--- src/rtl/wr_arria10_phy_rst_ctrl_pkg.sv ---
// wr_arria10_phy_rst_ctrl_pkg: state codes, default timing constants and state-to-pin decode
package wr_arria10_phy_rst_ctrl_pkg;

    typedef enum logic [3:0] {
        S_IDLE       = 4'd0,
        S_WAIT_CAL   = 4'd1,
        S_TX_ANALOG  = 4'd2,
        S_TX_PLL     = 4'd3,
        S_RX_ANALOG  = 4'd4,
        S_RX_LTR     = 4'd5,
        S_RX_LTD     = 4'd6,
        S_RX_DIGITAL = 4'd7,
        S_READY      = 4'd9
    } state_t;

    localparam int C_SYNC_STAGES    = 2;
    localparam int C_ANALOG_CYCLES  = 16;
    localparam int C_DIGITAL_CYCLES = 16;
    localparam int C_LTD_STABLE     = 1024;
    localparam int C_TIMEOUT_CYCLES = 2**20;

    typedef struct packed {
        logic tx_ana_rst;
        logic tx_dig_rst;
        logic rx_ana_rst;
        logic rx_dig_rst;
        logic ltr;
        logic tx_rdy;
        logic rx_rdy;
    } ctrl_t;

    // Resets are released only in the states listed, so an unknown code keeps everything in reset
    // and a ready flag can never be set while its matching reset is asserted.
    function automatic ctrl_t state_ctrl(input state_t s);
        ctrl_t c;
        logic tx_dig_rel, tx_ana_rel, rx_ana_rel, rx_dig_rel;
        tx_dig_rel   = s inside {S_RX_ANALOG, S_RX_LTR, S_RX_LTD, S_RX_DIGITAL, S_READY};
        tx_ana_rel   = tx_dig_rel || s == S_TX_PLL;
        rx_ana_rel   = s inside {S_RX_LTR, S_RX_LTD, S_RX_DIGITAL, S_READY};
        rx_dig_rel   = s == S_READY;
        c.tx_ana_rst = !tx_ana_rel;
        c.tx_dig_rst = !tx_dig_rel;
        c.rx_ana_rst = !rx_ana_rel;
        c.rx_dig_rst = !rx_dig_rel;
        c.ltr        = s == S_RX_LTR;
        c.tx_rdy     = tx_dig_rel;
        c.rx_rdy     = rx_dig_rel;
        return c;
    endfunction

endpackage

--- src/rtl/wr_arria10_phy_rst_ctrl_if.sv ---
// wr_arria10_phy_rst_ctrl_if: transceiver PHY reset/CDR control pins and status pins
interface wr_arria10_phy_rst_ctrl_if;

    logic pll_locked;
    logic tx_cal_busy;
    logic rx_cal_busy;
    logic rx_is_lockedtoref;
    logic rx_is_lockedtodata;
    logic tx_analogreset;
    logic tx_digitalreset;
    logic rx_analogreset;
    logic rx_digitalreset;
    logic rx_set_locktoref;
    logic rx_set_locktodata;

    modport master (
        input  pll_locked, tx_cal_busy, rx_cal_busy, rx_is_lockedtoref, rx_is_lockedtodata,
        output tx_analogreset, tx_digitalreset, rx_analogreset, rx_digitalreset,
               rx_set_locktoref, rx_set_locktodata
    );

    modport slave (
        output pll_locked, tx_cal_busy, rx_cal_busy, rx_is_lockedtoref, rx_is_lockedtodata,
        input  tx_analogreset, tx_digitalreset, rx_analogreset, rx_digitalreset,
               rx_set_locktoref, rx_set_locktodata
    );

endinterface

--- src/rtl/wr_arria10_phy_rst_ctrl_sync.sv ---
// wr_arria10_phy_rst_ctrl_sync: multi-stage flip-flop synchroniser for one asynchronous status bit
module wr_arria10_phy_rst_ctrl_sync #(
    parameter int g_stages = 2
) (
    input  logic clk_i,
    input  logic d_i,
    output logic q_o
);

    logic [g_stages-1:0] sync_q;

    // Plain shift chain; no reset so the chain tracks the pin while the block is held in reset.
    always_ff @(posedge clk_i) begin
        sync_q <= {sync_q[g_stages-2:0], d_i};
    end

    assign q_o = sync_q[g_stages-1];

endmodule

--- src/rtl/wr_arria10_phy_rst_ctrl.sv ---
// wr_arria10_phy_rst_ctrl: Arria10 WR PHY reset/calibration/CDR-lock sequencer
module wr_arria10_phy_rst_ctrl
    import wr_arria10_phy_rst_ctrl_pkg::*;
#(
    parameter int g_sync_stages    = C_SYNC_STAGES,
    parameter int g_analog_cycles  = C_ANALOG_CYCLES,
    parameter int g_digital_cycles = C_DIGITAL_CYCLES,
    parameter int g_ltd_stable     = C_LTD_STABLE,
    parameter int g_timeout_cycles = C_TIMEOUT_CYCLES
) (
    input  logic                              clk_i,
    input  logic                              rst_i,
    input  logic                              phy_rst_i,
    wr_arria10_phy_rst_ctrl_if.master         phy_io,
    output logic                              tx_ready_o,
    output logic                              rx_ready_o,
    output logic                              timeout_o,
    output logic [3:0]                        state_o
);

    localparam int CW = $clog2((g_timeout_cycles > g_ltd_stable ? g_timeout_cycles : g_ltd_stable) + 1);
    localparam logic [CW-1:0] ANA_LAST = CW'(g_analog_cycles - 1);
    localparam logic [CW-1:0] DIG_LAST = CW'(g_digital_cycles - 1);
    localparam logic [CW-1:0] LTD_LAST = CW'(g_ltd_stable - 1);
    localparam logic [CW-1:0] TMO_LAST = CW'(g_timeout_cycles - 1);

    logic [4:0]    raw, syn;
    logic          pll_s, tcal_s, rcal_s, ltr_s, ltd_s;
    state_t        state_q, state_d;
    logic [CW-1:0] cnt_q, cnt_d, stb_q, stb_d;
    logic          tmo_q, tmo_d, stb_cond, restart, rx_branch;
    ctrl_t         ctrl_q, ctrl_d;

    assign raw = {phy_io.pll_locked, phy_io.tx_cal_busy, phy_io.rx_cal_busy,
                  phy_io.rx_is_lockedtoref, phy_io.rx_is_lockedtodata};

    for (genvar g = 0; g < 5; g++) begin : g_sync
        wr_arria10_phy_rst_ctrl_sync #(.g_stages(g_sync_stages)) u_sync (
            .clk_i (clk_i),
            .d_i   (raw[g]),
            .q_o   (syn[g])
        );
    end

    assign {pll_s, tcal_s, rcal_s, ltr_s, ltd_s} = syn;

    // State, counters and registered outputs.
    always_ff @(posedge clk_i) begin
        if (rst_i) begin
            state_q <= S_IDLE;
            cnt_q   <= '0;
            stb_q   <= '0;
            tmo_q   <= 1'b0;
            ctrl_q  <= state_ctrl(S_IDLE);
        end else begin
            state_q <= state_d;
            cnt_q   <= cnt_d;
            stb_q   <= stb_d;
            tmo_q   <= tmo_d;
            ctrl_q  <= ctrl_d;
        end
    end

    // Next state: cnt counts time in state (holds, timeouts); stb counts consecutive cycles
    // of the state's lock condition and drops to zero whenever that condition is lost.
    always_comb begin
        state_d   = state_q;
        tmo_d     = 1'b0;
        stb_cond  = 1'b0;
        rx_branch = state_q inside {S_RX_ANALOG, S_RX_LTR, S_RX_LTD, S_RX_DIGITAL, S_READY};
        case (state_q)
            S_IDLE:       state_d = S_WAIT_CAL;
            S_WAIT_CAL:   if (!tcal_s && !rcal_s) state_d = S_TX_ANALOG;
                          else if (cnt_q >= TMO_LAST) tmo_d = 1'b1;
            S_TX_ANALOG:  if (cnt_q >= ANA_LAST) state_d = S_TX_PLL;
            S_TX_PLL: begin
                stb_cond = pll_s;
                if (pll_s && stb_q >= DIG_LAST) state_d = S_RX_ANALOG;
                else if (cnt_q >= TMO_LAST) begin
                    tmo_d   = 1'b1;
                    state_d = S_TX_ANALOG;
                end
            end
            S_RX_ANALOG:  if (cnt_q >= ANA_LAST) state_d = S_RX_LTR;
            S_RX_LTR: begin
                stb_cond = ltr_s;
                if (ltr_s && stb_q >= DIG_LAST) state_d = S_RX_LTD;
                else if (cnt_q >= TMO_LAST) begin
                    tmo_d   = 1'b1;
                    state_d = S_RX_ANALOG;
                end
            end
            S_RX_LTD: begin
                stb_cond = ltd_s;
                if (ltd_s && stb_q >= LTD_LAST) state_d = S_RX_DIGITAL;
                else if (cnt_q >= TMO_LAST) begin
                    tmo_d   = 1'b1;
                    state_d = S_RX_ANALOG;
                end
            end
            S_RX_DIGITAL: begin
                stb_cond = ltd_s;
                if (ltd_s && stb_q >= DIG_LAST) state_d = S_READY;
            end
            S_READY:      if (!ltd_s) state_d = S_RX_ANALOG;
            default:      state_d = S_WAIT_CAL;
        endcase
        if (phy_rst_i || (state_q != S_WAIT_CAL && (tcal_s || rcal_s || (!pll_s && rx_branch)))) begin
            state_d = S_WAIT_CAL;
            tmo_d   = 1'b0;
        end
        restart = state_d != state_q || tmo_d || phy_rst_i;
        cnt_d   = restart ? '0 : (&cnt_q ? cnt_q : cnt_q + CW'(1));
        stb_d   = (restart || !stb_cond) ? '0 : (&stb_q ? stb_q : stb_q + CW'(1));
    end

    // Output decode of the next state so every pin is registered alongside the state.
    always_comb begin
        ctrl_d = state_ctrl(state_d);
    end

    assign phy_io.tx_analogreset    = ctrl_q.tx_ana_rst;
    assign phy_io.tx_digitalreset   = ctrl_q.tx_dig_rst;
    assign phy_io.rx_analogreset    = ctrl_q.rx_ana_rst;
    assign phy_io.rx_digitalreset   = ctrl_q.rx_dig_rst;
    assign phy_io.rx_set_locktoref  = ctrl_q.ltr;
    assign phy_io.rx_set_locktodata = 1'b0;
    assign tx_ready_o               = ctrl_q.tx_rdy;
    assign rx_ready_o               = ctrl_q.rx_rdy;
    assign timeout_o                = tmo_q;
    assign state_o                  = state_q;

endmodule
--- src/flat_wrapper.sv ---
// flat-port wrapper written by rule: the top's interface ports become plain ports
module wr_arria10_phy_rst_ctrl_flat import wr_arria10_phy_rst_ctrl_pkg::*;
#(
    parameter int g_sync_stages    = C_SYNC_STAGES,
    parameter int g_analog_cycles  = C_ANALOG_CYCLES,
    parameter int g_digital_cycles = C_DIGITAL_CYCLES,
    parameter int g_ltd_stable     = C_LTD_STABLE,
    parameter int g_timeout_cycles = C_TIMEOUT_CYCLES
)
  (clk_i, rst_i, phy_rst_i, tx_ready_o, rx_ready_o, timeout_o, state_o, phy_io_pll_locked, phy_io_tx_cal_busy, phy_io_rx_cal_busy, phy_io_rx_is_lockedtoref, phy_io_rx_is_lockedtodata, phy_io_tx_analogreset, phy_io_tx_digitalreset, phy_io_rx_analogreset, phy_io_rx_digitalreset, phy_io_rx_set_locktoref, phy_io_rx_set_locktodata);
  wr_arria10_phy_rst_ctrl_if phy_io_i ();
  input  logic clk_i;
  input  logic rst_i;
  input  logic phy_rst_i;
  output logic tx_ready_o;
  output logic rx_ready_o;
  output logic timeout_o;
  output logic [3:0] state_o;
  input wire logic [$bits(phy_io_i.pll_locked)-1:0] phy_io_pll_locked;
  input wire logic [$bits(phy_io_i.tx_cal_busy)-1:0] phy_io_tx_cal_busy;
  input wire logic [$bits(phy_io_i.rx_cal_busy)-1:0] phy_io_rx_cal_busy;
  input wire logic [$bits(phy_io_i.rx_is_lockedtoref)-1:0] phy_io_rx_is_lockedtoref;
  input wire logic [$bits(phy_io_i.rx_is_lockedtodata)-1:0] phy_io_rx_is_lockedtodata;
  output wire logic [$bits(phy_io_i.tx_analogreset)-1:0] phy_io_tx_analogreset;
  output wire logic [$bits(phy_io_i.tx_digitalreset)-1:0] phy_io_tx_digitalreset;
  output wire logic [$bits(phy_io_i.rx_analogreset)-1:0] phy_io_rx_analogreset;
  output wire logic [$bits(phy_io_i.rx_digitalreset)-1:0] phy_io_rx_digitalreset;
  output wire logic [$bits(phy_io_i.rx_set_locktoref)-1:0] phy_io_rx_set_locktoref;
  output wire logic [$bits(phy_io_i.rx_set_locktodata)-1:0] phy_io_rx_set_locktodata;
  assign phy_io_i.pll_locked = phy_io_pll_locked;
  assign phy_io_i.tx_cal_busy = phy_io_tx_cal_busy;
  assign phy_io_i.rx_cal_busy = phy_io_rx_cal_busy;
  assign phy_io_i.rx_is_lockedtoref = phy_io_rx_is_lockedtoref;
  assign phy_io_i.rx_is_lockedtodata = phy_io_rx_is_lockedtodata;
  assign phy_io_tx_analogreset = phy_io_i.tx_analogreset;
  assign phy_io_tx_digitalreset = phy_io_i.tx_digitalreset;
  assign phy_io_rx_analogreset = phy_io_i.rx_analogreset;
  assign phy_io_rx_digitalreset = phy_io_i.rx_digitalreset;
  assign phy_io_rx_set_locktoref = phy_io_i.rx_set_locktoref;
  assign phy_io_rx_set_locktodata = phy_io_i.rx_set_locktodata;
  wr_arria10_phy_rst_ctrl #(.g_sync_stages(g_sync_stages), .g_analog_cycles(g_analog_cycles), .g_digital_cycles(g_digital_cycles), .g_ltd_stable(g_ltd_stable), .g_timeout_cycles(g_timeout_cycles)) u_core (.clk_i(clk_i), .rst_i(rst_i), .phy_rst_i(phy_rst_i), .phy_io(phy_io_i), .tx_ready_o(tx_ready_o), .rx_ready_o(rx_ready_o), .timeout_o(timeout_o), .state_o(state_o));
endmodule
--- config.mk ---
export PLATFORM = sky130hd
export DESIGN_NAME = wr_arria10_phy_rst_ctrl_flat
export DESIGN_NICKNAME = d
export VERILOG_FILES = /design/src/rtl/wr_arria10_phy_rst_ctrl_pkg.sv /design/src/rtl/wr_arria10_phy_rst_ctrl_if.sv /design/src/rtl/wr_arria10_phy_rst_ctrl_sync.sv /design/src/rtl/wr_arria10_phy_rst_ctrl.sv /design/src/flat_wrapper.sv
export SDC_FILE = /design/constraint.sdc
export NUM_CORES = 1
export LEC_CHECK = 0
export ABC_AREA = 1
export BUFFER_PORTS_ARGS = -buffer_cell sky130_fd_sc_hd__buf_2
export CAP_MARGIN = 20
export CORE_MARGIN = 4
export CORE_UTILIZATION = 36
export CTS_CLUSTER_DIAMETER = 60
export DETAILED_ROUTE_END_ITERATION = 10
export PLACE_DENSITY_LB_ADDON = 0.2
export SETUP_SLACK_MARGIN = 0.2
export SLEW_MARGIN = 0
export SYNTH_ARGS = -nofsm -noshare
export SYNTH_HDL_FRONTEND = slang
export SYNTH_HIERARCHICAL = 1
export SYNTH_SLANG_ARGS = --single-unit
--- constraint.sdc ---
create_clock -name clk_i -period 2.3 [get_ports clk_i]
set_input_delay 0.23 -clock clk_i [delete_from_list [all_inputs] [get_ports clk_i]]
set_output_delay 0.23 -clock clk_i [all_outputs]
set_load 0.05 [all_outputs]
# Word level (Yosys, flattened, before mapping)

Index checks and enable logic that the tools add are counted.

Eq/ne operators: 16
Reduce and logical (&&, ||, !) cells: 30
Add/subtract/negate cells: 2
$lt $le $gt $ge: 4
Muxes and demuxes: 20

Operators with widths:

| cell                                                                    | number |
|---|---|
| 4-bit 2-to-1 mux                                                        | 11 |
| 21-bit by 1-bit adder with 21-bit output, second input constant         | 2 |
| 21-bit by 4-bit >= comparator with 1-bit output, second input constant  | 2 |
| 21-bit AND reduction                                                    | 2 |
| 4-bit by 3-bit == test with 1-bit output, second input constant         | 8 |
| 4-bit one-hot mux with 8 select lines                                   | 1 |
| 21-bit by 10-bit >= comparator with 1-bit output, second input constant | 1 |
| 21-bit by 20-bit >= comparator with 1-bit output, second input constant | 1 |
| 4-bit by 2-bit == test with 1-bit output, second input constant         | 3 |
| 5-bit nonzero test                                                      | 2 |
| 4-bit == test, second input constant                                    | 2 |
| 1-bit logical NOT                                                       | 8 |
| 1-bit logical AND                                                       | 7 |
| 1-bit logical OR                                                        | 7 |
| 1-bit 2-to-1 mux                                                        | 6 |
| 2-bit OR reduction                                                      | 3 |
| 4-bit by 1-bit == test with 1-bit output, second input constant         | 1 |
| 4-bit by 1-bit inequality test with 1-bit output, second input constant | 1 |
| 4-bit inequality test                                                   | 1 |
| 1-bit one-hot mux with 4 select lines                                   | 1 |
| 4-bit nonzero test                                                      | 1 |
| 1-bit one-hot mux with 3 select lines                                   | 1 |

Register bits after elaboration: 64
Output and inout bits: 13

# Logic depth before layout (Yosys ltp)

Gate-level depths: netlist of run 1.

Word-level depth: 12
Gate-level depth with buffers: 18
Mapped depth without buffers: 17

# Cells and area by module

The synthesis of run 1 kept the hierarchy.

By module, submodules not included:

| module                       | area each (um^2) | cells each | times used |
|---|---|---|---|
| wr_arria10_phy_rst_ctrl      | 2837.7           | 398        | 1 |
| wr_arria10_phy_rst_ctrl_sync | 40.0             | 2          | 5 |

# Worst setup path after synthesis of run 1

No wires, ideal clock.

Kind: register -> register
From: register u_core.state_q[1] (netlist: u_core/state_o[1])
To: register u_core.cnt_q[19]
Library setup time: 70 ps
Period minus slack after synthesis: 2269 ps
Data arrival time: 2199 ps
Slack: 31 ps
Stages on the path, launching flop included: 15
Data required time: 2230 ps
Cell sequence: dfxtp_1 clkbuf_8 inv_4 nand2_2 o21ai_2 nand2_2 nand2_2 a21oi_4 nand3_2 xor2_1 nand3_2 nor2_4 nand2_2 buf_6 a21oi_1

Cells in the longest elaborated chain, start to end: 11

Ends and longest elaborated chain:

| item                                                                             | RTL line                                                     | text |
|---|---|---|
| start, declared                                                                  | wr_arria10_phy_rst_ctrl.sv:29                                | `state_t state_q, state_d;` |
| start signal, assigned                                                           | wr_arria10_phy_rst_ctrl.sv:56                                | `state_q <= state_d;` |
| 4-bit by 3-bit == test with 1-bit output / 4-bit == test (equally long branches) | wr_arria10_phy_rst_ctrl.sv:70, wr_arria10_phy_rst_ctrl.sv:71 |  |
| 5-bit nonzero test                                                               | wr_arria10_phy_rst_ctrl.sv:70                                | `rx_branch = state_q inside {S_RX_ANALOG, S_RX_LTR, S_RX_LTD, S_RX_DIGITAL, S_READY};` |
| 1-bit logical AND                                                                | wr_arria10_phy_rst_ctrl.sv:108                               | `if (phy_rst_i \|\| (state_q != S_WAIT_CAL && (tcal_s \|\| rcal_s \|\| (!pll_s && rx_branch)))) begin` |
| 1-bit logical OR                                                                 | wr_arria10_phy_rst_ctrl.sv:108                               |  |
| 1-bit logical AND                                                                | wr_arria10_phy_rst_ctrl.sv:108                               |  |
| 1-bit logical OR                                                                 | wr_arria10_phy_rst_ctrl.sv:108                               |  |
| 4-bit 2-to-1 mux                                                                 | wr_arria10_phy_rst_ctrl.sv:108                               |  |
| 4-bit inequality test                                                            | wr_arria10_phy_rst_ctrl.sv:112                               | `restart = state_d != state_q \|\| tmo_d \|\| phy_rst_i;` |
| 1-bit logical OR (*) (2 in a row)                                                | wr_arria10_phy_rst_ctrl.sv:112                               |  |
| 2-bit OR reduction (no source line) (*)                                          | -                                                            |  |
| end signal, assigned                                                             | wr_arria10_phy_rst_ctrl.sv:57                                | `cnt_q <= cnt_d;` |
| end, declared                                                                    | wr_arria10_phy_rst_ctrl.sv:30                                | `logic [CW-1:0] cnt_q, cnt_d, stb_q, stb_d;` |

Mark *: on every way between the ends. The rest lies on a longest branch, timed or not.
A chain may end at the register's enable or synchronous reset.

# Final worst setup path of run 1

From: register u_core.stb_q[8]
To: register u_core.stb_q[7]

Cells in the longest elaborated chain, start to end: 10

Ends and longest elaborated chain:

| item                                                                                                                       | RTL line                       | text |
|---|---|---|
| start, declared                                                                                                            | wr_arria10_phy_rst_ctrl.sv:30  |  |
| start signal, assigned                                                                                                     | wr_arria10_phy_rst_ctrl.sv:58  | `stb_q <= stb_d;` |
| 21-bit by 4-bit >= comparator with 1-bit output / 21-bit by 10-bit >= comparator with 1-bit output (equally long branches) | -                              |  |
| 1-bit logical AND, on equally long branches                                                                                | -                              |  |
| 4-bit 2-to-1 mux, on equally long branches                                                                                 | -                              |  |
| 4-bit one-hot mux with 8 select lines                                                                                      | wr_arria10_phy_rst_ctrl.sv:71  | `case (state_q)` |
| 4-bit 2-to-1 mux                                                                                                           | wr_arria10_phy_rst_ctrl.sv:108 |  |
| 4-bit inequality test                                                                                                      | wr_arria10_phy_rst_ctrl.sv:112 |  |
| 1-bit logical OR (2 in a row)                                                                                              | wr_arria10_phy_rst_ctrl.sv:112 |  |
| 1-bit logical OR                                                                                                           | wr_arria10_phy_rst_ctrl.sv:114 | `stb_d = (restart \|\| !stb_cond) ? '0 : (&stb_q ? stb_q : stb_q + CW'(1));` |
| 2-bit OR reduction (no source line)                                                                                        | -                              |  |

Parallel ways exist; a longest one is shown, timed or not.

==> results of run 1 <==
-- flip-flops by register name, summed over array words and instances (netlist names) --
name	flops
u_core/stb_q	21
u_core/phy_io.tx_digitalreset	1
u_core/g_sync.u_sync/sync_q	10
u_core/tx_ready_o	1
u_core/phy_io.rx_set_locktoref	1
u_core/rx_ready_o	1
u_core/timeout_o	1
u_core/cnt_q	21
u_core/phy_io.tx_analogreset	1
u_core/phy_io.rx_analogreset	1
u_core/state_o	4
u_core/phy_io.rx_digitalreset	1
-- synthesized netlist by cell type --
library cell,n,share of area [%]
nand2_1,84,10
nor2_1,75,9.3
dfxtp_1,64,42
inv_1,40,4.9
nand3_1,25,4.1
xor2_1,17,4.9
nand2_2,15,3.1
nand4_1,11,2.3
inv_2,8,0.99
nor2_2,8,1.6
xnor2_1,8,2.3
o21ai_0,7,1.2
a21oi_1,5,0.82
nand3_2,5,1.6
a21oi_2,3,0.87
nor2_4,3,1.1
nor3_1,3,0.49
o21ai_1,3,0.49
buf_4,2,0.49
buf_6,2,0.74
ha_1,2,0.82
o21ai_2,2,0.58
o31ai_1,2,0.49
a21oi_4,1,0.54
and3_2,1,0.25
clkbuf_8,1,0.45
conb_1,1,0.12
inv_4,1,0.21
nand2_4,1,0.37
nand3_4,1,0.58
nor3_2,1,0.33
nor4_1,1,0.21
o211ai_1,1,0.25
o21a_1,1,0.25
o21bai_1,1,0.25
or2_1,1,0.21
or2_2,1,0.21
-- cells by family (layout without fill, tap and decap cells) --
kind of cell               count (synthesis)  count (layout)  share of synthesized area (%)
and+or+nand+nor                          236             238                           36.2
DFF                                       64              64                           42.2
adders and majority gates                  2               2                          0.824
xor gates and xnor gates                  25              25                           7.21
AOI/OAI and AO/OA                         26              26                           5.68
buffers and inverters                     54             104                           7.83
other                                      1              12                          0.123
-- power groups by stage --
stage          clock, µW  combinational, µW  sequential [µW]
4_1_cts              915                117             1150
3_5_place_dp           0               95.1             1170
2_1_floorplan          0               74.3             1170
6_report             886                131             1140
3_3_place_gp           0               94.9             1170
5_1_grt              980                142             1150
-- worst register-to-register path: stages (launching register included) --
cell and delay (ns):
dfxtp_1 0.42, nor2_2 0.06, buf_4 0.13, nand2_2 0.08, nand3_4 0.11, o21ai_4 0.19
nand2_1 0.10, nand3_2 0.10, xor2_2 0.16, nand3_2 0.11, nor2_4 0.13, buf_12 0.15
nand3_4 0.11, nor2_1 0.13
-- metal layers --
| layer | GRT usage, % | share of wire [%] | vias up |
|---|---|---|---|
| li1 | - | - | 1379 |
| met1 | 16.6 | 48 | 1213 |
| met2 | 21.9 | 48 | 28 |
| met3 | 4.38 | 3.4 | 7 |
| met4 | 4.10 | 1.1 | 0 |
| met5 | 0 | 0 | - |
-- timing repair --
| action | in CTS | in global routing |
|---|---|---|
| setup buffers | 3 | 5 |
| hold buffers | 5 | 0 |
| gates resized for setup | 11 | 72 |
| gates cloned | 2 | 0 |
| endpoints found under the hold margin | 5 | 0 |
| pin swaps | 6 | 21 |
| setup endpoints to repair | 31 | 31 |
-- path summary, 6_finish.rpt --
path | from | endpoint | slack [ns]
max reg2reg | u_core/stb_q[8] | u_core/stb_q[7] | 0.24
min reg2reg | u_core/g_sync[4].u_sync/sync_q[0] | u_core/g_sync[4].u_sync/sync_q[1] | 0.33
min | rst_i | u_core/state_o[1] | 0.13
max | u_core/stb_q[8] | u_core/stb_q[7] | 0.24
-- metrics by stage --
step | setup TNS, ns | hold WS, ns | area (µm²) | std cells
global route | 0 | 0.127 | 3930 | 576
finish | 0 | 0.133 | 3930 | 576
floorplan | 0 | 0.258 | 3080 | 419
global placement | 0 | 0.313 | 3310 | 545
CTS | 0 | 0.121 | 3670 | 571
detailed placement | -0.00787 | 0.316 | 3310 | 545
-- area by class of cell --
type	count	area share, %
Timing Repair Buffer	39	7.20
Inverter	49	4.75
Multi-Input combinational cell	303	46.2
Tap cell	105	3.35
Sequential cell	64	33.8
Clock inverter	2	0.319
Clock buffer	14	4.40
==> qor.txt, run 1 <==
clock network power share: 41.0%
max-slew violations: 0
vias per cell: 4.56
share of cells above drive strength 1: 34.6%
drt first pass iters: 4
residual DRC count: 0
H-tree depth: 3
commonest non-fill, non-tap cell in the layout: nand2_1
period utilisation layout: 89.5%
critical path, cell by cell: nor2_2, buf_4, nand2_2, nand3_4, o21ai_4, nand2_1, nand3_2, xor2_2, nand3_2, nor2_4, buf_12, nand3_4, nor2_1
Power Internal: 1650 µW
Sink Count: 64
Largest stage delay, worst path: 0.42 ns
Die Area: 0.00997 mm²
area added between synthesis and finish: 29.2%
Tot Pwr: 2160 µW
buffers and inverters on the worst path: 2
Netlist cell types: 37
CP endpoint kind: register
initial antenna violation count: 0
switch share: 23.4%
Setup crit start kind: register
leak pwr: 0.00166 µW
IO Count: 21
Seq/Total Area, Yosys: 42.2%
most frequent cells in the layout: nand2_1 (75), nor2_1 (61), dfxtp_1 (40)
Initial Util: 37.0%
die height: 99.9 µm
number of global-route vias before repair: 2500
Total Routed Length: 6440 µm
antenna fix cells: 0
flops & latches, synth: 64
Req. time, crit path: 2.57 ns
Rel. slew slack: 60.5%
die width: 99.9 µm
CP Class: register to register
f_max: 486 MHz
Worst Hold Depth: 2
combinational share of power: 6.0%
root buffer cell: clkbuf_8
NumNets Final: 476
Worst path depth: 13
CTS tree: done
CP delay by family, top: simple AND/OR/NAND/NOR gates
# port buffers: 19
RSZ-0062 raised after global routing: true
Hold Vio Cnt, Final: 0
row cnt: 33
Reg power frac: 52.9%
Hold Path Class: primary input to register
Clock Path Buffers: 2
Syn Area/Cell: 7.45 µm²
Arrival @ worst endpoint: 2.33 ns
latest clock arrival within the worst-skew pair: 0.34 ns
area of the core: 0.00822 mm²
Mapped Area: 0.00304 mm²
R2R cell count: 13
DR iter-0 viols: 64
Worst Skew: 0.00600 ns
drt wl/cell: 11.2 µm
CP max FO: 5
FF/Latch Area: 0.00133 mm²
end-of-flow core utilization: 47.8%
post-DP HPWL: 4500 µm
clk slew on worst S/H paths: 0.07 ns
run status: finished clean
first-pass GRT wire length: 10800 µm
largest net degree at the start of global routing: 12
Multi-input gate area: 0.00181 mm²
ANT nets after route: 0
GRT Util Overall: 13.3%
cell count after synthesis: 408
fill count: 834
pre-CTS setup slack: -0.00523 ns
slowest CP cell: dfxtp_1
GRT overflow: 0
fin worst setup slack: 0.242 ns
Num CTS Buffers: 9
pwr/cell area: 550 mW/mm²
yosys warns: 6
Max IR drop VDD: 0.000519 V
fin crit period: 2.06 ns
Final setup viols: 0
P_sw: 505 µW
Slew @ Worst Pin: 0.591 ns
max-cap viol count: 0
GPL Wtd Cong: 0.851
via count: 2627
Power figures use the tool's default switching activity.
==> run 2: changes to the inputs <==
SETUP_SLACK_MARGIN = 0.4   (was 0.2)
==> run 2 against run 1 <==
Compared with the run above:
- non-clock buffer count rose by 9
- design area rose by 1.5%
- first-iteration DRC count rose by 34%
- clock power rose by 20%
- sequential power barely moved
- critical path depth did not move
- fmax rose by 1.9%
- count of clock-buffer cells in the layout fell by 4
- power rose by 8.0%
- combinational power barely moved
- clock skew rose by 0.0040 ns
- critical endpoint is now u_core/stb_q[2]
==> qor.txt, run 2 (synthesized netlist as in run 1, its figures left out) <==
largest net degree at the start of global routing: 22 (+10)
Die Area: 0.00997 mm² (unchanged)
drt wl/cell: 11.3 µm (+0.99%)
worst min-delay path startpoint: rst_i
max-cap viol count: 0 (unchanged)
Hold Path Class: primary input to register
Final setup viols: 0 (unchanged)
Max IR drop VDD: 0.000313 V (-40%)
# port buffers: 19 (unchanged)
CP Class: register to register
die width: 99.9 µm (unchanged)
Largest stage delay, worst path: 0.34 ns (-0.08 ns)
buffers and inverters on the worst path: 2 (unchanged)
Setup crit start kind: register
end-of-flow core utilization: 48.5% (+0.70 points)
leak pwr: 0.00174 µW (+4.6%)
Reg power frac: 49.1% (-3.8 points)
largest registers: u_core/cnt_q (21), u_core/stb_q (21), u_core/g_sync.u_sync/sync_q (10)
NumNets Final: 484 (+1.7%)
CP endpoint kind: register
Total Routed Length: 6600 µm (+2.4%)
die height: 99.9 µm (unchanged)
root buffer cell: clkbuf_8
slowest CP cell: dfxtp_2
IO Count: 21 (unchanged)
switch share: 22.3% (-1.1 points)
share of cells above drive strength 1: 35.5% (+0.88 points)
Hold Slack: 0.140 ns (+0.00753 ns)
P_sw: 519 µW (+2.7%)
drt first pass iters: 6 (+2)
ANT nets after route: 0 (unchanged)
run status: finished clean
commonest non-fill, non-tap cell in the layout: nand2_1
Worst Skew: 0.0100 ns (+0.00405 ns)
Num CTS Buffers: 9 (unchanged)
Clock Path Buffers: 2 (unchanged)
Slew @ Worst Pin: 0.574 ns (-0.0167 ns)
area of the core: 0.00822 mm² (unchanged)
post-DP HPWL: 4630 µm (+2.9%)
beginning of the worst register-to-register path: u_core/stb_q[8]
CP delay by family, top: simple AND/OR/NAND/NOR gates
Rel. slew slack: 61.6% (+1.1 points)
combinational share of power: 5.5% (-0.5 points)
initial antenna violation count: 0 (unchanged)
latest clock arrival within the worst-skew pair: 0.33 ns (about the same)
GPL Wtd Cong: 0.837 (-1.6%)
Critical path origin: u_core/stb_q[8]
Req. time, crit path: 2.57 ns (about the same)
Power Internal: 1810 µW (+9.6%)
CP max FO: 5 (unchanged)
CTS tree: done
number of global-route vias before repair: 2552 (+2.1%)
critical path, cell by cell: nor2_2, inv_1, nor2_2, nand3_4, o21ai_4, nand2_1, nand3_2, xor2_2, nand3_2, nor2_4, buf_4, nand3_4, nor2_1
Setup TNS Final: 0 ns (unchanged)
most frequent cells in the layout: nand2_1 (77), nor2_1 (63), inv_1 (38), dfxtp_1 (38), dfxtp_2 (21)
fin crit period: 2.02 ns (-0.0390 ns)
max-slew violations: 0 (unchanged)
first-pass GRT wire length: 11000 µm (+2.2%)
f_max: 495 MHz (+1.9%)
fin worst setup slack: 0.281 ns (+0.0390 ns)
Arrival @ worst endpoint: 2.28 ns (-0.05 ns)
GRT overflow: 0 (unchanged)
clk slew on worst S/H paths: 0.06 ns (about the same)
Hold Vio Cnt, Final: 0 (unchanged)
Sink Count: 64 (unchanged)
vias per cell: 4.60 (+0.77%)
period utilisation layout: 87.8% (-1.7 points)
DR iter-0 viols: 86 (+34%)
Initial Util: 37.0% (unchanged)
antenna fix cells: 0 (unchanged)
clock network power share: 45.4% (+4.4 points)
pwr/cell area: 585 mW/mm² (+6.4%)
row cnt: 33 (unchanged)
residual DRC count: 0 (unchanged)
area added between synthesis and finish: 31.1%
H-tree depth: 3 (unchanged)
via count: 2684 (+2.2%)
Tot Pwr: 2330 µW (+8.0%)
RSZ-0062 raised after global routing: true
GRT Util Overall: 13.8% (+0.42 points)
pre-CTS setup slack: 0.0813 ns (+0.0866 ns)
run 2: cell count changes in the layout (fill, tap and decap cells not counted), sizes merged:
cell    before  now
buf         34   43
nand2      101  100
clkbuf      14   10
bufinv       0    2
clkinv       1    3
run 2: through the flow:
stage / instance area, µm² / instances
final: 3980 / 584
after global routing: 3980 / 584
after CTS: 3870 / 581
after detailed placement: 3310 / 542
after global placement: 3310 / 542
after floorplan: 3100 / 419
run 2: worst register-to-register path: stages, from the launching register on:
cell and delay [ns]:
dfxtp_2 0.34, nor2_2 0.14, inv_1 0.07, nor2_2 0.15, nand3_4 0.11, o21ai_4 0.18
nand2_1 0.08, nand3_2 0.11, xor2_2 0.15, nand3_2 0.10, nor2_4 0.15, buf_4 0.13
nand3_4 0.11, nor2_1 0.13
run 2: final timing paths:
check / endpoint / slack (ns) / depth (start not counted)
hold reg to reg: u_core/g_sync[4].u_sync/sync_q[1] / 0.33 / 0
hold / removal: u_core/state_o[1] / 0.14 / 2
setup / recovery: u_core/stb_q[2] / 0.28 / 13
setup reg to reg: u_core/stb_q[2] / 0.28 / 13
run 2: power by group through the flow:
stage | sequential (µW) | combinational [µW] | clock [µW]
floorplan | 1170 | 75.8 | 0
finish | 1140 | 128 | 1060
detailed placement | 1170 | 98.8 | 0
CTS | 1150 | 122 | 1090
global route | 1150 | 141 | 1150
global placement | 1170 | 98.0 | 0
run 2: layer usage:
layer	wire (µm)	vias to the layer above	track usage, %
met1	2850	1235	15.7
met3	318	7	4.79
li1	-	1393	-
met2	3360	49	23.6
met5	0	-	0
met4	68	0	5.36
run 2: timing repair:
action	4_1_cts	5_1_grt
resized for setup	45	32
setup endpoints to repair	31	33
gates cloned	1	0
hold buffers	5	0
setup buffers	17	3
pin swaps	13	4
endpoints found under the hold margin	5	0
run 2: area by class of cell:
type	count	area (µm²)
Multi-Input combinational cell	302	1770
Sequential cell	64	1330
Tap cell	105	131
Fill cell	835	4230
Clock buffer	10	138
Inverter	49	186
Clock inverter	6	82.6
Timing Repair Buffer	48	349
==> run 3: changes to the inputs <==
SETUP_SLACK_MARGIN = 0.05   (was 0.4)
==> run 3 against run 2 <==
Compared with the run above:
- design area is 4.1% lower
- routed wire length fell by 3.0%
- flip-flop and latch count did not move
==> qor.txt, run 3 (synthesized netlist as in run 1, its figures left out) <==
Total Routed Length: 6400 µm (-3.0%)
Req. time, crit path: 2.59 ns (+0.02 ns)
placed cell count: 545 (+0.55%)
initial antenna violation count: 0 (unchanged)
switch share: 26.0% (+3.7 points)
Sink Count: 64 (unchanged)
latest clock arrival within the worst-skew pair: 0.35 ns (+0.02 ns)
f_max: 460 MHz (-7.2%)
root buffer cell: clkbuf_8
row cnt: 33 (unchanged)
Max IR drop VDD: 0.000350 V (+12%)
Hold Slack: 0.118 ns (-0.0219 ns)
GRT overflow: 0 (unchanged)
CP max FO: 5 (unchanged)
vias per cell: 4.51 (-1.9%)
share of cells above drive strength 1: 32.9% (-2.6 points)
clk slew on worst S/H paths: 0.07 ns (about the same)
DR iter-0 viols: 77 (-10%)
Hold Vio Cnt, Final: 0 (unchanged)
drt wl/cell: 11.1 µm (-1.7%)
pwr/cell area: 556 mW/mm² (-5.0%)
period utilisation layout: 94.6% (+6.8 points)
Die Area: 0.00997 mm² (unchanged)
GRT Util Overall: 13.1% (-0.65 points)
Hold Path Class: primary input to register
via count: 2597 (-3.2%)
IO Count: 21 (unchanged)
die height: 99.9 µm (unchanged)
fin crit period: 2.18 ns (+0.157 ns)
GPL Wtd Cong: 0.878 (+4.8%)
residual DRC count: 0 (unchanged)
Arrival @ worst endpoint: 2.46 ns (+0.18 ns)
leak pwr: 0.00161 µW (-7.2%)
H-tree depth: 3 (unchanged)
Slew @ Worst Pin: 0.577 ns (+0.00352 ns)
combinational share of power: 6.0% (+0.5 points)
NumNets Final: 476 (-1.7%)
CP endpoint kind: register
die width: 99.9 µm (unchanged)
P_sw: 552 µW (+6.4%)
Num CTS Buffers: 9 (unchanged)
drt first pass iters: 4 (-2)
most frequent cells in the layout: nand2_1 (79), nor2_1 (61), dfxtp_1 (43)
first-pass GRT wire length: 10500 µm (-4.8%)
Rel. slew slack: 61.3% (-0.24 points)
Final setup viols: 0 (unchanged)
number of global-route vias before repair: 2385 (-6.5%)
Tot Pwr: 2120 µW (-8.9%)
commonest non-fill, non-tap cell in the layout: nand2_1
ANT nets after route: 0 (unchanged)
run status: finished clean
largest net degree at the start of global routing: 22 (unchanged)
Worst Skew: 0.00880 ns (-0.00125 ns)
area added between synthesis and finish: 25.8%
largest registers: u_core/cnt_q (21), u_core/stb_q (21), u_core/g_sync.u_sync/sync_q (10)
post-DP HPWL: 4490 µm (-2.9%)
RSZ-0062 raised after global routing: true
CP Class: register to register
area of the core: 0.00822 mm² (unchanged)
Power Internal: 1570 µW (-13%)
Finished Layout Cells: 576 (-1.4%)
CTS tree: done
# port buffers: 19 (unchanged)
Setup crit start kind: register
Clock Path Buffers: 2 (unchanged)
clock network power share: 40.1% (-5.3 points)
max-slew violations: 0 (unchanged)
Initial Util: 37.0% (unchanged)
Reg power frac: 53.9% (+4.8 points)
max-cap viol count: 0 (unchanged)
antenna fix cells: 0 (unchanged)
[run 3: cell count changes in the layout (fill, tap and decap cells not counted), sizes merged]
cell	before	now
buf	43	34
bufinv	2	0
clkinv	3	4
clkinvlp	1	2
nand2	100	101
[run 3: layout make-up]
| type | instances | area [µm²] |
|---|---|---|
| inverters | 49 | 186 |
| flip-flops and latches | 64 | 1310 |
| clock inverters | 6 | 46.3 |
| multi-input cells | 303 | 1750 |
| fillers | 827 | 4390 |
| clock buffers | 10 | 128 |
| repair buffers | 39 | 269 |
| well taps | 105 | 131 |
[run 3: per-stage QoR]
step / util [%] / setup TNS [ns] / setup WS (ns) / instance area (µm²)
4_1_cts: 43.1 / 0 / 0.0594 / 3540
3_3_place_gp: 40.3 / 0 / 0.0217 / 3310
6_report: 46.5 / 0 / 0.125 / 3820
3_5_place_dp: 40.3 / -0.682 / -0.0447 / 3310
2_1_floorplan: - / 0 / 0.111 / 3080
5_1_grt: 46.5 / -0.0141 / -0.0134 / 3820
[run 3: final timing paths]
path / from / end / slack [ns] / cells past startpoint
worst max-delay path: u_core/cnt_q[4] / u_core/stb_q[2] / 0.12 / 13
worst min-delay path: rst_i / u_core/state_o[1] / 0.12 / 2
worst max register to register: u_core/cnt_q[4] / u_core/stb_q[2] / 0.12 / 13
worst min register to register: u_core/g_sync[1].u_sync/sync_q[0] / u_core/g_sync[1].u_sync/sync_q[1] / 0.33 / 0
[run 3: routing by layer]
metal  GRT usage, %  part of all wire [%]  vias up
li1               -                     -     1388
met1           16.8                    49     1164
met2           20.3                    46       32
met3           4.38                   3.4       13
met4           5.36                   1.6        0
met5              0                     0        -
[run 3: what timing repair did]
action,CTS,global route
gates cloned,0,2
gates resized for setup,2,66
pin swaps,0,16
endpoints found under the setup margin,22,31
hold buffers,5,0
hold endpoints to repair,5,0
setup buffers,0,8
[run 3: critical path, cell delays in order (launching register included)]
cell     delay, ns
dfxtp_2       0.34
or2_1         0.22
nor2_1        0.13
nand3_1       0.13
o21ai_2       0.17
nand2_1       0.08
nor2_2        0.13
nand3_2       0.10
nand2_2       0.07
nand3_2       0.10
nor2_4        0.27
buf_6         0.15
nand3_4       0.09
nor2_1        0.13
[run 3: power by group through the flow]
| stage | sequential (µW) | combinational [µW] | clock, µW |
|---|---|---|---|
| after floorplan | 1170 | 74.3 | 0 |
| after global placement | 1170 | 97.4 | 0 |
| after detailed placement | 1170 | 97.5 | 0 |
| final | 1150 | 128 | 851 |
| after global routing | 1150 | 140 | 936 |
| after CTS | 1150 | 106 | 884 |
